$ cat src/rtl/core_wb_arbiter.sv
// core_wb_arbiter: round-robin write-back arbiter with registered regfile write port and pending-write scoreboard.
// Define CORE_WB_BYPASS_EN to add rs1_byp/rs2_byp/byp_dat forwarding from the write port.
module core_wb_arbiter #(
  parameter int NREQ    = 3,
  parameter int XLEN    = 32,
  parameter int RFIDX_W = 5
) (
  input  logic                    clk,
  input  logic                    rst,
  input  logic [NREQ-1:0]         req_valid,
  input  logic [NREQ*RFIDX_W-1:0] req_idx,
  input  logic [NREQ*XLEN-1:0]    req_dat,
  output logic [NREQ-1:0]         req_ready,
  output logic                    wb_dest_wen,
  output logic [RFIDX_W-1:0]      wb_dest_idx,
  output logic [XLEN-1:0]         wb_dest_dat,
  input  logic                    iss_valid,
  input  logic [RFIDX_W-1:0]      iss_idx,
  output logic                    iss_waw,
  input  logic                    sb_flush,
  input  logic [RFIDX_W-1:0]      rs1_idx,
  input  logic [RFIDX_W-1:0]      rs2_idx,
  output logic                    rs1_busy,
  output logic                    rs2_busy
`ifdef CORE_WB_BYPASS_EN
  ,
  output logic                    rs1_byp,
  output logic                    rs2_byp,
  output logic [XLEN-1:0]         byp_dat
`endif
);
  localparam int PW = $clog2(NREQ);
  localparam int NR = 2**RFIDX_W;
  logic [PW-1:0]      rr_ptr, g_sel;
  logic [PW:0]        s;
  logic [NREQ-1:0]    rot;
  logic               any;
  logic [RFIDX_W-1:0] g_idx;
  logic [XLEN-1:0]    g_dat;
  logic [NR-1:0]      sb;
  // rotate so bit 0 is the requester at rr_ptr; first set bit wins
  assign rot = NREQ'({req_valid, req_valid} >> rr_ptr);
  always_comb begin
    any = 1'b0;
    s   = '0;
    for (int k = 0; k < NREQ; k++)
      if (!any && rot[k]) begin
        any = 1'b1;
        s   = (PW+1)'(rr_ptr) + (PW+1)'(k);
      end
  end
  assign g_sel     = s >= (PW+1)'(NREQ) ? PW'(s - (PW+1)'(NREQ)) : PW'(s);
  assign req_ready = any ? NREQ'(1) << g_sel : '0;
  assign g_idx     = req_idx[g_sel*RFIDX_W +: RFIDX_W];
  assign g_dat     = req_dat[g_sel*XLEN +: XLEN];
  always_ff @(posedge clk or posedge rst)
    if (rst) begin
      wb_dest_wen <= 1'b0;
      wb_dest_idx <= '0;
      wb_dest_dat <= '0;
      rr_ptr      <= '0;
    end else begin
      wb_dest_wen <= any && g_idx != '0;
      if (any) begin
        wb_dest_idx <= g_idx;
        wb_dest_dat <= g_dat;
        rr_ptr      <= g_sel == PW'(NREQ-1) ? '0 : g_sel + 1'b1;
      end
    end
  // issue is written after the clear so a same-edge set to the same index wins
  always_ff @(posedge clk or posedge rst)
    if (rst) sb <= '0;
    else if (sb_flush) sb <= '0;
    else begin
      if (wb_dest_wen) sb[wb_dest_idx] <= 1'b0;
      if (iss_valid && iss_idx != '0) sb[iss_idx] <= 1'b1;
    end
  assign iss_waw = sb[iss_idx];
`ifdef CORE_WB_BYPASS_EN
  assign rs1_byp  = wb_dest_wen && wb_dest_idx == rs1_idx && rs1_idx != '0;
  assign rs2_byp  = wb_dest_wen && wb_dest_idx == rs2_idx && rs2_idx != '0;
  assign byp_dat  = wb_dest_dat;
  assign rs1_busy = sb[rs1_idx] & ~rs1_byp;
  assign rs2_busy = sb[rs2_idx] & ~rs2_byp;
`else
  assign rs1_busy = sb[rs1_idx];
  assign rs2_busy = sb[rs2_idx];
`endif
endmodule

$ cat config.mk
export PLATFORM = sky130hd
export DESIGN_NAME = core_wb_arbiter
export DESIGN_NICKNAME = d
export VERILOG_FILES = /design/src/rtl/core_wb_arbiter.sv
export SDC_FILE = /design/constraint.sdc
export NUM_CORES = 1
export LEC_CHECK = 0
export BUFFER_PORTS_ARGS = -buffer_cell sky130_fd_sc_hd__clkbuf_2
export CORE_MARGIN = 4
export CORE_UTILIZATION = 40
export DETAILED_ROUTE_END_ITERATION = 8
export GPL_ROUTABILITY_DRIVEN = 0
export PLACE_DENSITY = 0.78
export SYNTH_ARGS = -nofsm -noshare
export SYNTH_HDL_FRONTEND = slang
export SYNTH_SLANG_ARGS = --single-unit
$ cat constraint.sdc
create_clock -name clk -period 3.6 [get_ports clk]
set_input_delay 0.72 -clock clk [delete_from_list [all_inputs] [get_ports clk]]
set_output_delay 0.72 -clock clk [all_outputs]
set_load 0.005 [all_outputs]
==> results.yml, run 1 <==
pwr:
  p_leak_nw: 2.682
  ir_drop_mv: 0.4613
  power_density_nw_per_um2: 703.3
sta:
  worst_slew_pin_slew_ps: 1007
  rsz0062_at_grt: "no"
  slew_viol_final: 0
  fin_setup_tns_ps: 0
  max_slew_margin_pct: 32.70
  finalCritPeriodShare_pct: 92.75
  finalHoldViolCount: 0
  fmax_mhz: 299.5
  final-setup-viol-count: 0
  min_period_ps: 3339
  whs_ps: 511.6
  skew_ps: 5.991
cts:
  clockRootBuffer: "clkbuf_16"
  ctsHoldBuffers: 0
  post_cts_resize_count: 0
  cts_tree: "yes"
  cts_inserted_buffers: 9
  clockBufferDepth: 2
  path_clk_slew_ps: 60
  cts_max_level: 3
  post-cts-setup-buffers: 0
  clock_sinks: 72
  clk_latency_ps: 330
grt:
  grt_antenna_before_repair: 0
  grt_pass1_vias: 4821
  gr-usage-all-layers_pct: 22.65
  grt_first_pass_wirelength_mm: 24.10
  grt_overflow: 0
  grt_max_degree: 48
synthesis:
  ys_seq_elements: 72
  synth_edf_count: 0
  synthArstFlopShare_pct: 100.0
  seq_area_frac_synth_pct: 38.33
  syn-instance-count: 479
  yosysWarnings: 0
  syn_nets: 613
  yosysUniqueCellTypes: 62
  synth.avg_cell_area_sq_um: 9.814
  synthesis.area_sq_um: 4701
  synthFlopType: "dfrtp_1"
job:
  cap_violations: 0
floorplanning:
  coreArea_sq_um: 11470
  die_area_sq_um: 13550
  row_count: 39
  io_pins: 177
  initial_core_util_pct: 40.99
  die_h_um: 116.4
  die_w_um: 116.4
place:
  dp_hpwl_mm: 11.62
  io_buffer_count: 176
min_path:
  min_path_type: "reg -> reg"
finish:
  nets: 773
  drive_gt1_share_pct: 39.60
  area_growth_syn_to_layout_pct: 26.96
  diodes: 0
  fillers: 1016
drt:
  postRouteAntennaNets: 0
  drc: 0
  drtIter0Drc: 531
  num_vias: 4778
  wirelength_mm: 15.26
  dr.pass1.iters: 5
  routedWlPerCell_um: 19.39
  via_per_inst: 6.071
worst_setup_path:
  cp_data_required_time_ps: 2880
  crit_start: "rr_ptr[0]"
  path_max_fanout: 15
  worst_r2r_endpoint: "wb_dest_wen"
  critPathArrivalTime_ps: 2620
  crit_path_end_kind: "output pin"
  crit_end: "req_ready[0]"
  worstSetupPathType: "reg -> out"
  rrSetupSlack_ps: 590
  start_kind: "flop"
  r2r-start: "rr_ptr[0]"
  reg2reg_depth: 9
run_status:
  status: "complete, no violations"
worst min-delay path by stage:
stage	to	cells after the start	start	slack, ps
floorplan	wb_dest_dat[0]	2	wb_dest_dat[0]	510
global placement	wb_dest_dat[14]	2	wb_dest_dat[14]	500
detailed placement	wb_dest_dat[11]	2	wb_dest_dat[11]	500
CTS	wb_dest_dat[14]	2	wb_dest_dat[14]	520
global route	wb_dest_dat[14]	2	wb_dest_dat[14]	540
finish	wb_dest_dat[14]	2	wb_dest_dat[14]	510
kinds of logic (layout without fill, tap and decap cells):
logic type	Yosys count	in the layout	synth area share [%]
fa+ha+maj	1	1	0.2661
flops	72	72	38.33
buf+inv	39	204	4.179
mux	33	33	15.07
compound gates	173	173	25.61
simple gates	161	161	16.56
routing by layer:
layer	vias up	wire (um)	GRT usage, %
li1	2138	-	-
met1	2325	5706	27.56
met2	287	7823	38.83
met3	28	1367	5.648
met4	0	362	8.507
met5	-	0	0
metrics by stage:
stage               instances  instance area (sq um)  worst slack (ps)  power, mW  utilization [%]
finish                    787                   5968             261.0      4.197            52.05
detailed placement        771                   5642             468.4      3.239            49.20
CTS                       787                   5968             254.9      4.222            52.05
global route              787                   5968             73.55      4.478            52.05
global placement          771                   5642             542.5      3.176            49.20
floorplan                 479                   4701             529.8      2.577                -
final cells by class:
cell class / instances / area, sq um / share of cell area (%)
clock inverter: 3 / 46.29 / 0.7757
tap: 143 / 178.9 / 2.998
sequential: 72 / 1802 / 30.19
inverter: 5 / 18.77 / 0.3145
clock buffer: 13 / 280.3 / 4.696
timing repair buffer: 183 / 933.4 / 15.64
multi-input combinational: 368 / 2709 / 45.39
critical path: stages (launching register included):
cell      delay (ps)
dfrtp_1          570
ha_1             430
o21ai_1           70
a311o_1          420
or2_4            290
mux2i_4          200
nor3_4           150
clkbuf_2         140
power by group:
part | internal [mW] | switching, mW | total (mW)
Sequential | 1.05 | 0.254 | 1.31
Combinational | 0.808 | 1.12 | 1.92
Clock | 0.615 | 0.350 | 0.965
cell usage in the layout (no fill, tap or decap), types with 3 or more instances in the layout:
cell,count
nand2_1,78
nor2_1,36
nand3_1,7
clkbuf_16,9
a221oi_2,6
nand3b_1,8
mux4_2,28
nand2b_1,3
nor3b_1,5
a21oi_1,57
clkbuf_8,4
a221oi_1,12
clkbuf_2,176
o21ai_0,36
a22oi_1,37
dfrtp_1,72
buf_4,7
inv_1,4
and3_1,4
cells in the mapped netlist (4+ instances only):
| master | n | area [sq um] |
|---|---|---|
| dfrtp_1 | 72 | 1802 |
| a22oi_1 | 37 | 277.8 |
| nand3_1 | 7 | 35.03 |
| a221oi_1 | 12 | 105.1 |
| clkbuf_1 | 16 | 60.06 |
| buf_6 | 4 | 45.04 |
| a221oi_2 | 6 | 90.09 |
| mux4_2 | 28 | 630.6 |
| nor3b_1 | 5 | 37.54 |
| o21ai_0 | 36 | 180.2 |
| buf_2 | 7 | 35.03 |
| inv_1 | 5 | 18.77 |
| nor2_1 | 36 | 135.1 |
| and3_1 | 4 | 25.02 |
| buf_1 | 4 | 15.01 |
| nand2_1 | 78 | 292.8 |
| a21oi_1 | 57 | 285.3 |
| nand3b_1 | 8 | 60.06 |
sequential cells by signal, summed over array words and instances, names as in the netlist:
| name | cells |
|---|---|
| wb_dest_dat | 32 |
| wb_dest_idx | 5 |
| wb_dest_wen | 1 |
| sb | 32 |
| rr_ptr | 2 |
(Power assumes the default switching activity.)
==> run 2, diff against run 1 <==
--- a/config.mk
+++ b/config.mk
@@ -11,6 +11,7 @@
 export DETAILED_ROUTE_END_ITERATION = 8
 export GPL_ROUTABILITY_DRIVEN = 0
 export PLACE_DENSITY = 0.78
+export SETUP_SLACK_MARGIN = 0.5
 export SYNTH_ARGS = -nofsm -noshare
 export SYNTH_HDL_FRONTEND = slang
 export SYNTH_SLANG_ARGS = --single-unit
==> constraint.sdc (replaced) <==
create_clock -name clk -period 3.35 [get_ports clk]
set_input_delay 0.67 -clock clk [delete_from_list [all_inputs] [get_ports clk]]
set_output_delay 0.67 -clock clk [all_outputs]
set_load 0.005 [all_outputs]
==> results.yml, run 2 (synthesized netlist as in run 1, its figures left out) <==
cts:
  cts_tree: "yes"
  clock_sinks: 72
  path_clk_slew_ps: 60
  cts_max_level: 3
  ctsHoldBuffers: 0
  clockBufferDepth: 2
  clk_latency_ps: 330
  clockRootBuffer: "clkbuf_16"
  cts_inserted_buffers: 9
drt:
  dr.pass1.iters: 5
  drc: 0
  postRouteAntennaNets: 0
  num_vias: 4863
  drtIter0Drc: 428
  routedWlPerCell_um: 20.01
  wirelength_mm: 15.99
  via_per_inst: 6.086
finish:
  seq_area_sq_um: 1803
  multi_input_area_sq_um: 2749
  area_growth_syn_to_layout_pct: 32.10
  nets: 785
  drive_gt1_share_pct: 41.62
  fin_cells: 799
  diodes: 0
  layout_commonest_cell: "clkbuf_2"
  top_regs: "sb (32), wb_dest_dat (32), wb_dest_idx (5)"
  fillers: 1012
  layout_common_cells: "clkbuf_2, nand2_1, dfrtp_1"
floorplanning:
  initial_core_util_pct: 40.99
  io_pins: 177
  die_area_sq_um: 13550
  coreArea_sq_um: 11470
  row_count: 39
  die_w_um: 116.4
  die_h_um: 116.4
run_status:
  status: "complete, no violations"
sta:
  slew_viol_final: 0
  max_slew_margin_pct: 41.30
  finalHoldViolCount: 0
  fmax_mhz: 348.6
  min_period_ps: 2869
  fin_setup_tns_ps: 0
  whs_ps: 452.3
  final-setup-viol-count: 0
  skew_ps: 4.734
  rsz0062_at_grt: "yes"
  worst_slew_pin_slew_ps: 877.2
  finalCritPeriodShare_pct: 85.63
pwr:
  power_density_nw_per_um2: 763.1
  seqPwrFrac_pct: 29.0
  p_leak_nw: 2.795
  p_clk_share_pct: 22.5
  combPwrFrac_pct: 48.5
  netSwitchingFraction_pct: 40.33
  p_int_mw: 2.828
  ir_drop_mv: 0.5420
  power.switching_mw: 1.911
place:
  dp_cells: 774
  dp_hpwl_mm: 11.72
  io_buffer_count: 176
worst_setup_path:
  worstSetupPathType: "in -> out"
  crit_path_end_kind: "output pin"
  cp_num_cells: 5
  critPathArrivalTime_ps: 2200
  start_kind: "input port"
  critical_path.top_delay_family: "multiplexers"
  critPathSlowestCell: "mux4_2"
  path_common_cell: "mux4_2"
  cp_data_required_time_ps: 2680
  cpPeakStageDelay_ps: 510
  reg2reg_depth: 10
  worst-path-buf-inv: 2
  crit_chain: "clkbuf_16 > mux4_2 > mux4_2 > mux2_4 > buf_6"
  path_max_fanout: 7
min_path:
  min_path_type: "in -> async"
grt:
  grt_first_pass_wirelength_mm: 24.97
  grt_max_degree: 39
  grt_overflow: 0
  use_met1_pct: 27.68
  grt_pass1_vias: 4800
  met2_usage_pct: 40.66
  gr-usage-met3_pct: 6.736
  grt_busiest_layer: "met2"
  gr-usage-all-layers_pct: 23.70
  grt_antenna_before_repair: 0
job:
  cap_violations: 0
## run 2: layout make-up
cell class,count,area share (%)
Sequential cell,72,29.03
Tap cell,143,2.881
Clock inverter,5,1.269
Multi-Input combinational cell,368,44.27
Clock buffer,11,4.070
Inverter,5,0.3022
Timing Repair Buffer,195,18.17
## run 2: final timing paths
check / startpoint / end / slack [ps]
min in group clk: wb_dest_dat[17] / wb_dest_dat[17] / 520
worst max register to register: rr_ptr[0] / wb_dest_dat[7] / 660
worst max-delay path: rs1_idx[0] / rs1_busy / 480
worst min-delay path: rst / wb_dest_dat[2] / 450
worst min register to register: wb_dest_dat[17] / wb_dest_dat[17] / 520
max in group asynchronous: rst / sb[3] / 2230
## run 2: per-stage QoR
| step | setup slack, ps | area [sq um] | power (mW) | utilization, % |
|---|---|---|---|---|
| 3_3_place_gp | 396.4 | 5677 | 3.468 | 49.50 |
| 6_report | 481.4 | 6210 | 4.739 | 54.15 |
| 5_1_grt | 416.8 | 6210 | 5.057 | 54.15 |
| 3_5_place_dp | 315.6 | 5677 | 3.540 | 49.50 |
| 4_1_cts | 445.1 | 6136 | 4.693 | 53.51 |
| 2_1_floorplan | 504.0 | 4706 | 2.770 | - |
## run 2: power by group through the flow
stage	clock network, mW	logic, mW	registers (mW)
final	1.07	2.30	1.37
after global routing	1.13	2.52	1.41
after CTS	1.08	2.24	1.37
after detailed placement	0	2.15	1.39
after global placement	0	2.09	1.38
after floorplan	0	1.46	1.31
## run 2: layer usage
layer  part of all wire, %  vias up
met5                     0        -
met4                   3.6        0
met3                    10       57
met2                    51      326
met1                    36     2316
li1                      -     2164
## run 2: worst reg2reg max path: cells and delay by family, from the launching register on
family                 cells  cell delay [ps]
AOI/OAI and AO/OA          5             1140
buffers and inverters      4              750
DFF                        1              420
muxes                      1              240
## run 2: repair_timing
item,in CTS,in global routing
buffers inserted,4,5
setup endpoints to repair,22,6
pin swaps,2,4
resized for setup,15,11
